$ cat src/rtl/cv32e40p_pipe_stage_ft_pkg.sv
// Shared definitions for the fault-tolerant pipeline stage.
//   occ_e : stage occupancy (EMPTY / ONE / FULL)
//   maj3  : 2-of-3 majority vote of single bits, applied bitwise by callers
// Build option: CV32E40P_PIPE_TMR_EN (used by the stage and entry files).
package cv32e40p_pkg;

  typedef enum logic [1:0] {
    OCC_EMPTY = 2'd0,
    OCC_ONE   = 2'd1,
    OCC_FULL  = 2'd2
  } occ_e;

  function automatic logic maj3(input logic a, input logic b, input logic c);
    return (a & b) | (a & c) | (b & c);
  endfunction

endpackage

$ cat src/rtl/cv32e40p_pipe_stage_ft_if.sv
// Handshake bundle of cv32e40p_pipe_stage_ft.
//   master : upstream/downstream/control side that drives the stage
//   slave  : the stage itself
// Signals: flush_i, in_valid_i/in_ready_o/in_data_i/in_ctrl_i,
//          out_valid_o/out_ready_i/out_data_o/out_ctrl_o,
//          upd_en_i/upd_mask_i/upd_data_i, tmr_err_o.
interface cv32e40p_pipe_stage_ft_if #(
  parameter int DATA_W = 64,
  parameter int CTRL_W = 8
);
  logic              flush_i;
  logic              in_valid_i;
  logic              in_ready_o;
  logic [DATA_W-1:0] in_data_i;
  logic [CTRL_W-1:0] in_ctrl_i;
  logic              out_valid_o;
  logic              out_ready_i;
  logic [DATA_W-1:0] out_data_o;
  logic [CTRL_W-1:0] out_ctrl_o;
  logic              upd_en_i;
  logic [DATA_W-1:0] upd_mask_i;
  logic [DATA_W-1:0] upd_data_i;
  logic              tmr_err_o;

  modport master (
    output flush_i, in_valid_i, in_data_i, in_ctrl_i, out_ready_i,
           upd_en_i, upd_mask_i, upd_data_i,
    input  in_ready_o, out_valid_o, out_data_o, out_ctrl_o, tmr_err_o
  );

  modport slave (
    input  flush_i, in_valid_i, in_data_i, in_ctrl_i, out_ready_i,
           upd_en_i, upd_mask_i, upd_data_i,
    output in_ready_o, out_valid_o, out_data_o, out_ctrl_o, tmr_err_o
  );
endinterface

$ cat src/rtl/cv32e40p_pipe_stage_ft_entry.sv
// cv32e40p_pipe_entry_ft: one payload+control register of the stage.
// Ports: clk, rst_n, load_en/load_data/load_ctrl (new entry),
//        upd_en/upd_mask/upd_data (masked in-place payload rewrite),
//        data/ctrl (stored or voted value), err (copies disagree).
// Build option: CV32E40P_PIPE_TMR_EN triplicates storage; every cycle the
// voted value (or the new value) is written back to all copies, so a single
// upset is visible on err for one cycle only.
module cv32e40p_pipe_entry_ft
  import cv32e40p_pkg::*;
#(
  parameter int DATA_W = 64,
  parameter int CTRL_W = 8
) (
  input  logic              clk,
  input  logic              rst_n,
  input  logic              load_en,
  input  logic [DATA_W-1:0] load_data,
  input  logic [CTRL_W-1:0] load_ctrl,
  input  logic              upd_en,
  input  logic [DATA_W-1:0] upd_mask,
  input  logic [DATA_W-1:0] upd_data,
  output logic [DATA_W-1:0] data,
  output logic [CTRL_W-1:0] ctrl,
  output logic              err
);

  logic [DATA_W-1:0] data_v, data_n;
  logic [CTRL_W-1:0] ctrl_v, ctrl_n;

  // load wins over update; the stage never requests both for one entry
  always_comb begin
    data_n = data_v;
    ctrl_n = ctrl_v;
    if (load_en) begin
      data_n = load_data;
      ctrl_n = load_ctrl;
    end else if (upd_en) begin
      data_n = (data_v & ~upd_mask) | (upd_data & upd_mask);
    end
  end

`ifdef CV32E40P_PIPE_TMR_EN
  logic [2:0][DATA_W-1:0] data_q;
  logic [2:0][CTRL_W-1:0] ctrl_q;

  always_comb begin
    for (int i = 0; i < DATA_W; i++) data_v[i] = maj3(data_q[0][i], data_q[1][i], data_q[2][i]);
    for (int i = 0; i < CTRL_W; i++) ctrl_v[i] = maj3(ctrl_q[0][i], ctrl_q[1][i], ctrl_q[2][i]);
  end

  assign err = (data_q[0] != data_q[1]) | (data_q[0] != data_q[2]) |
               (ctrl_q[0] != ctrl_q[1]) | (ctrl_q[0] != ctrl_q[2]);

  always_ff @(posedge clk or negedge rst_n) begin
    if (!rst_n) begin
      data_q <= '0;
      ctrl_q <= '0;
    end else begin
      data_q <= {3{data_n}};
      ctrl_q <= {3{ctrl_n}};
    end
  end
`else
  logic [DATA_W-1:0] data_q;
  logic [CTRL_W-1:0] ctrl_q;

  assign data_v = data_q;
  assign ctrl_v = ctrl_q;
  assign err    = 1'b0;

  always_ff @(posedge clk or negedge rst_n) begin
    if (!rst_n) begin
      data_q <= '0;
      ctrl_q <= '0;
    end else begin
      data_q <= data_n;
      ctrl_q <= ctrl_n;
    end
  end
`endif

  assign data = data_v;
  assign ctrl = ctrl_v;

endmodule

$ cat src/rtl/cv32e40p_pipe_stage_ft.sv
// cv32e40p_pipe_stage_ft: two-entry (head + skid) pipeline stage with a
// registered in_ready, masked replay update of a stalled head, flush, and
// optional triple modular redundancy.
// Ports: clk, rst_n (async, active-low), bus (cv32e40p_pipe_stage_ft_if.slave).
// Build option: CV32E40P_PIPE_TMR_EN triplicates entries, occupancy state and
// the in_ready register; tmr_err_o flags any disagreement between copies.
module cv32e40p_pipe_stage_ft
  import cv32e40p_pkg::*;
#(
  parameter int                DATA_W    = 64,
  parameter int                CTRL_W    = 8,
  parameter logic [CTRL_W-1:0] CTRL_IDLE = '0
) (
  input logic                     clk,
  input logic                     rst_n,
  cv32e40p_pipe_stage_ft_if.slave bus
);

  occ_e              state_v, state_n;
  logic              rdy_v, rdy_n;
  logic              core_err, head_err, skid_err;
  logic              accept, pop;
  logic              head_load, head_from_skid, skid_load, head_upd;
  logic [DATA_W-1:0] head_data, skid_data;
  logic [CTRL_W-1:0] head_ctrl, skid_ctrl;

  assign accept = bus.in_valid_i & rdy_v;
  assign pop    = (state_v != OCC_EMPTY) & bus.out_ready_i;
  assign rdy_n  = (state_n != OCC_FULL);

  // state / ready register
`ifdef CV32E40P_PIPE_TMR_EN
  logic [2:0][1:0] state_q;
  logic [2:0]      rdy_q;
  logic [1:0]      state_vote;

  always_comb begin
    for (int i = 0; i < 2; i++) state_vote[i] = maj3(state_q[0][i], state_q[1][i], state_q[2][i]);
  end
  assign state_v  = occ_e'(state_vote);
  assign rdy_v    = maj3(rdy_q[0], rdy_q[1], rdy_q[2]);
  assign core_err = (state_q[0] != state_q[1]) | (state_q[0] != state_q[2]) |
                    (rdy_q[0] != rdy_q[1]) | (rdy_q[0] != rdy_q[2]);

  always_ff @(posedge clk or negedge rst_n) begin
    if (!rst_n) begin
      state_q <= {3{OCC_EMPTY}};
      rdy_q   <= '1;
    end else begin
      state_q <= {3{state_n}};
      rdy_q   <= {3{rdy_n}};
    end
  end
`else
  occ_e state_q;
  logic rdy_q;

  assign state_v  = state_q;
  assign rdy_v    = rdy_q;
  assign core_err = 1'b0;

  always_ff @(posedge clk or negedge rst_n) begin
    if (!rst_n) begin
      state_q <= OCC_EMPTY;
      rdy_q   <= 1'b1;
    end else begin
      state_q <= state_n;
      rdy_q   <= rdy_n;
    end
  end
`endif

  // next-state
  always_comb begin
    state_n = state_v;
    if (bus.flush_i) begin
      state_n = OCC_EMPTY;
    end else begin
      case (state_v)
        OCC_EMPTY: if (accept) state_n = OCC_ONE;
        OCC_ONE: begin
          if (accept && !pop)      state_n = OCC_FULL;
          else if (pop && !accept) state_n = OCC_EMPTY;
        end
        OCC_FULL:  if (pop) state_n = OCC_ONE;
        default:   state_n = OCC_EMPTY;   // unreachable encoding after a bad vote
      endcase
    end
  end

  // outputs and entry controls; flush blocks every storage write so the
  // head keeps the last payload visible while empty
  always_comb begin
    head_load      = 1'b0;
    skid_load      = 1'b0;
    head_upd       = 1'b0;
    head_from_skid = (state_v == OCC_FULL);
    if (!bus.flush_i) begin
      head_load = ((state_v == OCC_EMPTY) && accept) ||
                  ((state_v == OCC_ONE) && pop && accept) ||
                  ((state_v == OCC_FULL) && pop);
      skid_load = (state_v == OCC_ONE) && accept && !pop;
      head_upd  = (state_v != OCC_EMPTY) && !bus.out_ready_i && bus.upd_en_i;
    end
    bus.in_ready_o  = rdy_v;
    bus.out_valid_o = (state_v != OCC_EMPTY);
    bus.out_data_o  = head_data;
    bus.out_ctrl_o  = (state_v != OCC_EMPTY) ? head_ctrl : CTRL_IDLE;
    bus.tmr_err_o   = core_err | head_err | skid_err;
  end

  cv32e40p_pipe_entry_ft #(.DATA_W(DATA_W), .CTRL_W(CTRL_W)) u_head (
    .clk       (clk),
    .rst_n     (rst_n),
    .load_en   (head_load),
    .load_data (head_from_skid ? skid_data : bus.in_data_i),
    .load_ctrl (head_from_skid ? skid_ctrl : bus.in_ctrl_i),
    .upd_en    (head_upd),
    .upd_mask  (bus.upd_mask_i),
    .upd_data  (bus.upd_data_i),
    .data      (head_data),
    .ctrl      (head_ctrl),
    .err       (head_err)
  );

  cv32e40p_pipe_entry_ft #(.DATA_W(DATA_W), .CTRL_W(CTRL_W)) u_skid (
    .clk       (clk),
    .rst_n     (rst_n),
    .load_en   (skid_load),
    .load_data (bus.in_data_i),
    .load_ctrl (bus.in_ctrl_i),
    .upd_en    (1'b0),
    .upd_mask  ({DATA_W{1'b0}}),
    .upd_data  ({DATA_W{1'b0}}),
    .data      (skid_data),
    .ctrl      (skid_ctrl),
    .err       (skid_err)
  );

endmodule
$ cat src/flat_wrapper.sv
// flat-port wrapper written by rule: the top's interface ports become plain ports
module cv32e40p_pipe_stage_ft_flat import cv32e40p_pkg::*;
#(
  parameter int                DATA_W    = 64,
  parameter int                CTRL_W    = 8,
  parameter logic [CTRL_W-1:0] CTRL_IDLE = '0
)
  (clk, rst_n, bus_flush_i, bus_in_valid_i, bus_in_data_i, bus_in_ctrl_i, bus_out_ready_i, bus_upd_en_i, bus_upd_mask_i, bus_upd_data_i, bus_in_ready_o, bus_out_valid_o, bus_out_data_o, bus_out_ctrl_o, bus_tmr_err_o);
  cv32e40p_pipe_stage_ft_if #(.DATA_W(DATA_W), .CTRL_W(CTRL_W)) bus_i ();
  input logic clk;
  input logic rst_n;
  input wire logic [$bits(bus_i.flush_i)-1:0] bus_flush_i;
  input wire logic [$bits(bus_i.in_valid_i)-1:0] bus_in_valid_i;
  input wire logic [$bits(bus_i.in_data_i)-1:0] bus_in_data_i;
  input wire logic [$bits(bus_i.in_ctrl_i)-1:0] bus_in_ctrl_i;
  input wire logic [$bits(bus_i.out_ready_i)-1:0] bus_out_ready_i;
  input wire logic [$bits(bus_i.upd_en_i)-1:0] bus_upd_en_i;
  input wire logic [$bits(bus_i.upd_mask_i)-1:0] bus_upd_mask_i;
  input wire logic [$bits(bus_i.upd_data_i)-1:0] bus_upd_data_i;
  output wire logic [$bits(bus_i.in_ready_o)-1:0] bus_in_ready_o;
  output wire logic [$bits(bus_i.out_valid_o)-1:0] bus_out_valid_o;
  output wire logic [$bits(bus_i.out_data_o)-1:0] bus_out_data_o;
  output wire logic [$bits(bus_i.out_ctrl_o)-1:0] bus_out_ctrl_o;
  output wire logic [$bits(bus_i.tmr_err_o)-1:0] bus_tmr_err_o;
  assign bus_i.flush_i = bus_flush_i;
  assign bus_i.in_valid_i = bus_in_valid_i;
  assign bus_i.in_data_i = bus_in_data_i;
  assign bus_i.in_ctrl_i = bus_in_ctrl_i;
  assign bus_i.out_ready_i = bus_out_ready_i;
  assign bus_i.upd_en_i = bus_upd_en_i;
  assign bus_i.upd_mask_i = bus_upd_mask_i;
  assign bus_i.upd_data_i = bus_upd_data_i;
  assign bus_in_ready_o = bus_i.in_ready_o;
  assign bus_out_valid_o = bus_i.out_valid_o;
  assign bus_out_data_o = bus_i.out_data_o;
  assign bus_out_ctrl_o = bus_i.out_ctrl_o;
  assign bus_tmr_err_o = bus_i.tmr_err_o;
  cv32e40p_pipe_stage_ft #(.DATA_W(DATA_W), .CTRL_W(CTRL_W), .CTRL_IDLE(CTRL_IDLE)) u_core (.clk(clk), .rst_n(rst_n), .bus(bus_i));
endmodule
$ cat config.mk
export PLATFORM = sky130hd
export DESIGN_NAME = cv32e40p_pipe_stage_ft_flat
export DESIGN_NICKNAME = d
export VERILOG_FILES = /design/src/rtl/cv32e40p_pipe_stage_ft_pkg.sv /design/src/rtl/cv32e40p_pipe_stage_ft_if.sv /design/src/rtl/cv32e40p_pipe_stage_ft_entry.sv /design/src/rtl/cv32e40p_pipe_stage_ft.sv /design/src/flat_wrapper.sv
export SDC_FILE = /design/constraint.sdc
export NUM_CORES = 1
export LEC_CHECK = 0
export CAP_MARGIN = 20
export CELL_PAD_IN_SITES_DETAIL_PLACEMENT = 2
export CELL_PAD_IN_SITES_GLOBAL_PLACEMENT = 2
export CORE_ASPECT_RATIO = 1.4
export CORE_MARGIN = 2
export CORE_UTILIZATION = 29
export CTS_BUF_LIST = sky130_fd_sc_hd__clkbuf_8
export CTS_CLUSTER_DIAMETER = 50
export DETAILED_ROUTE_END_ITERATION = 8
export HOLD_SLACK_MARGIN = 0.08
export PLACE_DENSITY = 0.8
export SYNTH_ARGS = -nofsm -noshare
export SYNTH_HDL_FRONTEND = slang
export SYNTH_SLANG_ARGS = --single-unit
$ cat constraint.sdc
create_clock -name clk -period 2.4 [get_ports clk]
set_input_delay 0.24 -clock clk [delete_from_list [all_inputs] [get_ports clk]]
set_output_delay 0.24 -clock clk [all_outputs]
set_load 0.05 [all_outputs]
# Word-level counts from Yosys, hierarchy flattened

Cells that the tools add are included.
Widths: inputs -> output; s select.

Bits in registers: 147
Input port bits: 206
Logic and storage cells: 47

Eq/ne operators: 3
Mux-type cells: 14
Bitwise gates (word level): 6
Reductions and logical operators: 18

Operators with widths:

| kind               | count |
|---|---|
| $mux 64            | 3 |
| $and 64x64->64     | 2 |
| $not 64->64        | 1 |
| $or 64x64->64      | 1 |
| $mux 8             | 2 |
| $logic_and 1x1->1  | 10 |
| $mux 2             | 5 |
| $pmux 2 s3         | 1 |
| $reduce_bool 2->1  | 2 |
| $logic_not 1->1    | 3 |
| $mux 1             | 3 |
| $and 1x1->1        | 2 |
| $eq 2x1->1 const B | 1 |
| $eq 2x2->1 const B | 1 |
| $logic_not 2->1    | 1 |
| $logic_or 1x1->1   | 2 |
| $ne 2x2->1 const B | 1 |

# Logic depth before layout (Yosys ltp)

Depth in word-level cells: 8
Depth in mapped cells: 6
Depth with buffers taken out: 4

# By module

A second synthesis with hierarchy kept.

Cell total of the unflattened synthesis: 845
Area, all modules: 9381.5 um2

Modules (own cells, without submodules):

| module                 | times used | cells each | area an instance (um2) |
|---|---|---|---|
| cv32e40p_pipe_entry_ft | 2          | 367        | 3981.3 |
| cv32e40p_pipe_stage_ft | 1          | 111        | 1418.9 |

# Worst setup path after synthesis

OpenSTA, ideal clock, no wires.

Kind: register to register
Start: register u_core.rdy_q (netlist: u_core.bus.in_ready_o)
End: register u_core.u_head.ctrl_q[1] (netlist: u_core.u_head.ctrl[1])
Data arrival time: 1.930 ns
Required time: 2.275 ns
Setup slack: 0.345 ns
Stages on the path, launching flop included: 7
Path buffers: 2
Path through: dfstp_2 nand2_1 or3b_1 a21oi_1 buf_4 buf_8 mux2_4

Cells in the longest elaborated chain, start to end: 5
Elaborated cells on any way between the ends: 6
Those cells by class: 1 x mux; 1 x bitwise; 4 x reduce/logical

Ends and longest elaborated chain:

| item                                 | RTL line                                                    | RTL |
|---|---|---|
| start, declared                      | cv32e40p_pipe_stage_ft.sv:56                                | `logic rdy_q;` |
| start signal, assigned               | cv32e40p_pipe_stage_ft.sv:68                                | `rdy_q <= rdy_n;` |
| $and 1x1->1 *                        | cv32e40p_pipe_stage_ft.sv:27                                | `assign accept = bus.in_valid_i & rdy_v;` |
| $logic_and 1x1->1 (on tied branches) | cv32e40p_pipe_stage_ft.sv:99, cv32e40p_pipe_stage_ft.sv:100 |  |
| $logic_or 1x1->1 *                   | cv32e40p_pipe_stage_ft.sv:99                                | `head_load = ((state_v == OCC_EMPTY) && accept) \|\|` |
| $logic_or 1x1->1 *                   | cv32e40p_pipe_stage_ft.sv:100                               | `((state_v == OCC_ONE) && pop && accept) \|\|` |
| $mux 1 *                             | cv32e40p_pipe_stage_ft.sv:98                                | `if (!bus.flush_i) begin` |
| end signal, assigned                 | cv32e40p_pipe_stage_ft_entry.sv:77                          | `ctrl_q <= ctrl_n;` |
| end, declared                        | cv32e40p_pipe_stage_ft_entry.sv:65                          | `logic [CTRL_W-1:0] ctrl_q;` |

Mark *: on every way between the ends. The rest lies on a longest branch, timed or not.
A chain may end at the register's enable or synchronous reset.

# Worst setup path after layout

Start: register u_core.state_q[1]
End: output bus_out_ctrl_o[1]

Cells in the longest elaborated chain, start to end: 2

Ends and longest elaborated chain:

| item                   | RTL line                      | RTL |
|---|---|---|
| start, declared        | cv32e40p_pipe_stage_ft.sv:55  | `occ_e state_q;` |
| start signal, assigned | cv32e40p_pipe_stage_ft.sv:67  | `state_q <= state_n;` |
| $reduce_bool 2->1      | cv32e40p_pipe_stage_ft.sv:108 | `bus.out_ctrl_o = (state_v != OCC_EMPTY) ? head_ctrl : CTRL_IDLE;` |
| $mux 8                 | cv32e40p_pipe_stage_ft.sv:108 |  |
| end, declared          | flat_wrapper.sv:23            | `output wire logic [$bits(bus_i.out_ctrl_o)-1:0] bus_out_ctrl_o;` |

Every way passes these cells.

==> results.sh <==
export IMPL_hpwl_mm=17.2
export IMPL_dieHeight_um=194
export IMPL_num_nets_final=1034
export IMPL_vdd_ir_drop_worst_v=0.000322
export IMPL_tritoncts_num_sinks=147
export IMPL_worst_endpoint_arrival_ns=1.96
export IMPL_floorplan_die_width_um=140
export IMPL_largest_net_degree_at_the_start_of_global_routing=74
export IMPL_worst_setup_path_end_kind="primary output"
export IMPL_grt_pass1_wl_mm=38.3
export IMPL_detail_route_wirelength_mm=24.3
export IMPL_first_pass_iters=4
export IMPL_postSynthNetCount=767
export IMPL_status="finished clean"
export IMPL_clock_tree_root_cell="sky130_fd_sc_hd__clkbuf_8"
export IMPL_layout_commonest_cell="sky130_fd_sc_hd__clkdlybuf4s50_1"
export IMPL_viasPerCell=4.89
export IMPL_floorplan_core_area_mm2=0.0254
export IMPL_finalWeightedCongestion=0.735
export IMPL_finish_utilization=0.441
export IMPL_muxShareOfSynthArea=0.393
export IMPL_wl_per_cell_um=21.0
export IMPL_highest_clock_rate_ghz=0.455
export IMPL_clk_pin_slew_worst_paths_ns=0.08
export IMPL_ys_seq_area_frac=0.493
export IMPL_grt_antenna_before_repair=2
export IMPL_num_io_pins=281
export IMPL_clockBufferDepth=2
export IMPL_synth_fa_ha_area_frac=0
export IMPL_worst_path_buf_inv=2
export IMPL_layout_setup_ws_ns=0.203
export IMPL_worstSkewPairLatency_ns=0.46
export IMPL_layoutNonFillerInstCount=1162
export IMPL_postRouteAntennaNets=0
export IMPL_setup_violations=0
export IMPL_setup_worst_path_start_class="register"
export IMPL_netlist_cell_type_count=27
export IMPL_setup_total_negative_slack_ns=0
export IMPL_cts_max_level=4
export IMPL_critPathRequiredTime_ns=2.16
export IMPL_critical_path_top_delay_family="simple AND/OR/NAND/NOR gates"
export IMPL_drive_above_1_share=0.177
export IMPL_area_growth_syn_to_layout_pct=49.8
export IMPL_fillers=2551
export IMPL_route_detailed_drc=0
export IMPL_first_global_vias=6677
export IMPL_cellLeakagePower_nw=5.28
export IMPL_class_of_the_tightest_hold_or_removal_check="input port to asynchronous set/reset pin"
export IMPL_timing_slew_headroom=0.623
export IMPL_max_cap_viol_count=0
export IMPL_grt_setup_unrepaired="false"
export IMPL_synth_compound_area_frac=0.00235
export IMPL_dp_worst_setup_slack_ns=0.0151
export IMPL_most_frequent_cells_in_the_layout="sky130_fd_sc_hd__clkdlybuf4s50_1, sky130_fd_sc_hd__mux2i_1, sky130_fd_sc_hd__dfrtp_1"
export IMPL_place_port_buffers=279
export IMPL_first_iter_violations=147
export IMPL_critical_path_slowest_cell="sky130_fd_sc_hd__dfrtp_1"
export IMPL_path_max_fanout=51
export IMPL_critical_path_class="register to primary output"
export IMPL_path_cells="or2_2 -> buf_6 -> and2_1 -> buf_12"
export IMPL_yosysWarningCount=0
export IMPL_xor_xnor_portion_of_the_synthesized_cell_area=0.00117
export IMPL_finalHoldViolCount=0
export IMPL_dr_total_vias=5680
export IMPL_timing_worst_slew_pin_value_ns=0.564
export IMPL_largest_family_of_logic_cells_by_synthesized_area="multiplexers"
export IMPL_numPlacedInstances=1127
export IMPL_grtUsageTotal=0.182
export IMPL_dieArea_mm2=0.0271
export IMPL_netlist_area_leader_share=0.489
export IMPL_synth_seq_cells=147
export IMPL_grt_overflow_total=0
export IMPL_postSynthAreaPerCell_um2=13.3
export IMPL_start_util=0.294
export IMPL_drv_slew=0
export IMPL_total_area_of_multi_input_combinational_cells_mm2=0.00351
export IMPL_fin_crit_ns=2.20
export IMPL_synthTopCellsByArea="sky130_fd_sc_hd__dfrtp_1, sky130_fd_sc_hd__mux2i_1, sky130_fd_sc_hd__mux2_2"
export IMPL_num_cts_buffers=17
export IMPL_synth_top_area_cell="sky130_fd_sc_hd__dfrtp_1"
export IMPL_rows=69
export IMPL_final_min_period_over_clock_period=0.916
export IMPL_power_density_cell_area_mw_per_mm2=796
export IMPL_syn_cell_area_mm2=0.00747
export IMPL_synthCells=561
export IMPL_cts_tree="yes"
export IMPL_finClkSkew_ns=0.0122
export IMPL_area_sequential_mm2=0.00368
export IMPL_slowest_cell_delay_on_critical_path_ns=0.47
export IMPL_synth_simple_area_share=0.0687
[power breakdown]
group          switching, mW  internal [mW]
Combinational           1.71           1.40
Sequential             0.363           3.14
Clock                  0.979           1.31
Total                   3.05           5.85
[kinds of logic after synthesis]
group                     count (synthesis)
AOI/OAI and AO/OA                         3
muxes                                   280
buffers and inverters                    47
xor gates and xnor gates                  1
other                                     1
DFF                                     147
and+or+nand+nor                          82
[cells in the mapped netlist]
cell type	count
sky130_fd_sc_hd__nand2b_1	2
sky130_fd_sc_hd__mux2i_1	192
sky130_fd_sc_hd__nand2_1	1
sky130_fd_sc_hd__buf_1	3
sky130_fd_sc_hd__or4_1	1
sky130_fd_sc_hd__nor2b_1	1
sky130_fd_sc_hd__mux2_2	82
sky130_fd_sc_hd__conb_1	1
sky130_fd_sc_hd__buf_8	1
sky130_fd_sc_hd__and2_1	8
sky130_fd_sc_hd__xnor2_1	1
sky130_fd_sc_hd__nor2_1	1
sky130_fd_sc_hd__buf_6	13
sky130_fd_sc_hd__buf_2	9
sky130_fd_sc_hd__dfstp_2	1
sky130_fd_sc_hd__o21a_1	1
sky130_fd_sc_hd__clkbuf_1	17
sky130_fd_sc_hd__dfrtp_1	146
sky130_fd_sc_hd__mux2_4	6
sky130_fd_sc_hd__inv_1	1
sky130_fd_sc_hd__a21oi_1	1
sky130_fd_sc_hd__buf_4	3
sky130_fd_sc_hd__nand4_1	64
sky130_fd_sc_hd__nand3b_1	1
sky130_fd_sc_hd__or2_2	2
sky130_fd_sc_hd__o21ai_0	1
sky130_fd_sc_hd__or3b_1	1
[layer usage]
layer  routed length, um  vias up  global-route usage
li1                    -     2613                   -
met1                9510     2868               0.206
met2               13300      176               0.338
met3                1130       23              0.0415
met4                 426        0              0.0600
met5                   0        -                   0
[area by class of cell]
class	instances	area share
repair buffers	294	0.279
flip-flops and latches	147	0.329
clock inverters	12	0.0169
clock buffers	20	0.0246
multi-input cells	367	0.314
inverters	1	0.000336
well taps	319	0.0357
diodes	2	0.000448
[path summary, 6_finish.rpt]
kind / startpoint / end / slack (ns) / cells after the start
min in group clk: bus_upd_data_i[39] / register / 0.41 / 3
hold reg to reg: u_core.u_head.ctrl[7] / u_core.u_head.ctrl[7] / 0.50 / 1
max in group asynchronous: rst_n / asynchronous set/reset pin / 1.44 / 3
setup reg to reg: u_core.bus.in_ready_o / register / 0.31 / 6
hold / removal: rst_n / u_core.u_skid.data[50] / 0.27 / 2
setup / recovery: u_core.state_q[1] / bus_out_ctrl_o[1] / 0.20 / 4
[metrics by stage]
step,hold WS (ns),area [um^2],total power [mW]
after floorplan,-0.0556,7470,5.32
after global placement,0.210,10700,6.57
after detailed placement,0.209,10700,6.69
after CTS,0.247,11200,9.04
after global routing,0.279,11200,9.35
final,0.270,11200,8.90
[timing repair]
action / 4_1_cts / 5_1_grt
hold endpoints to repair: 42 / 0
resized for setup: 1 / 0
hold buffers: 1 / 0
setup buffers: 0 / 0
endpoints found under the setup margin: 1 / 0
Power figures use the tool's default switching activity.
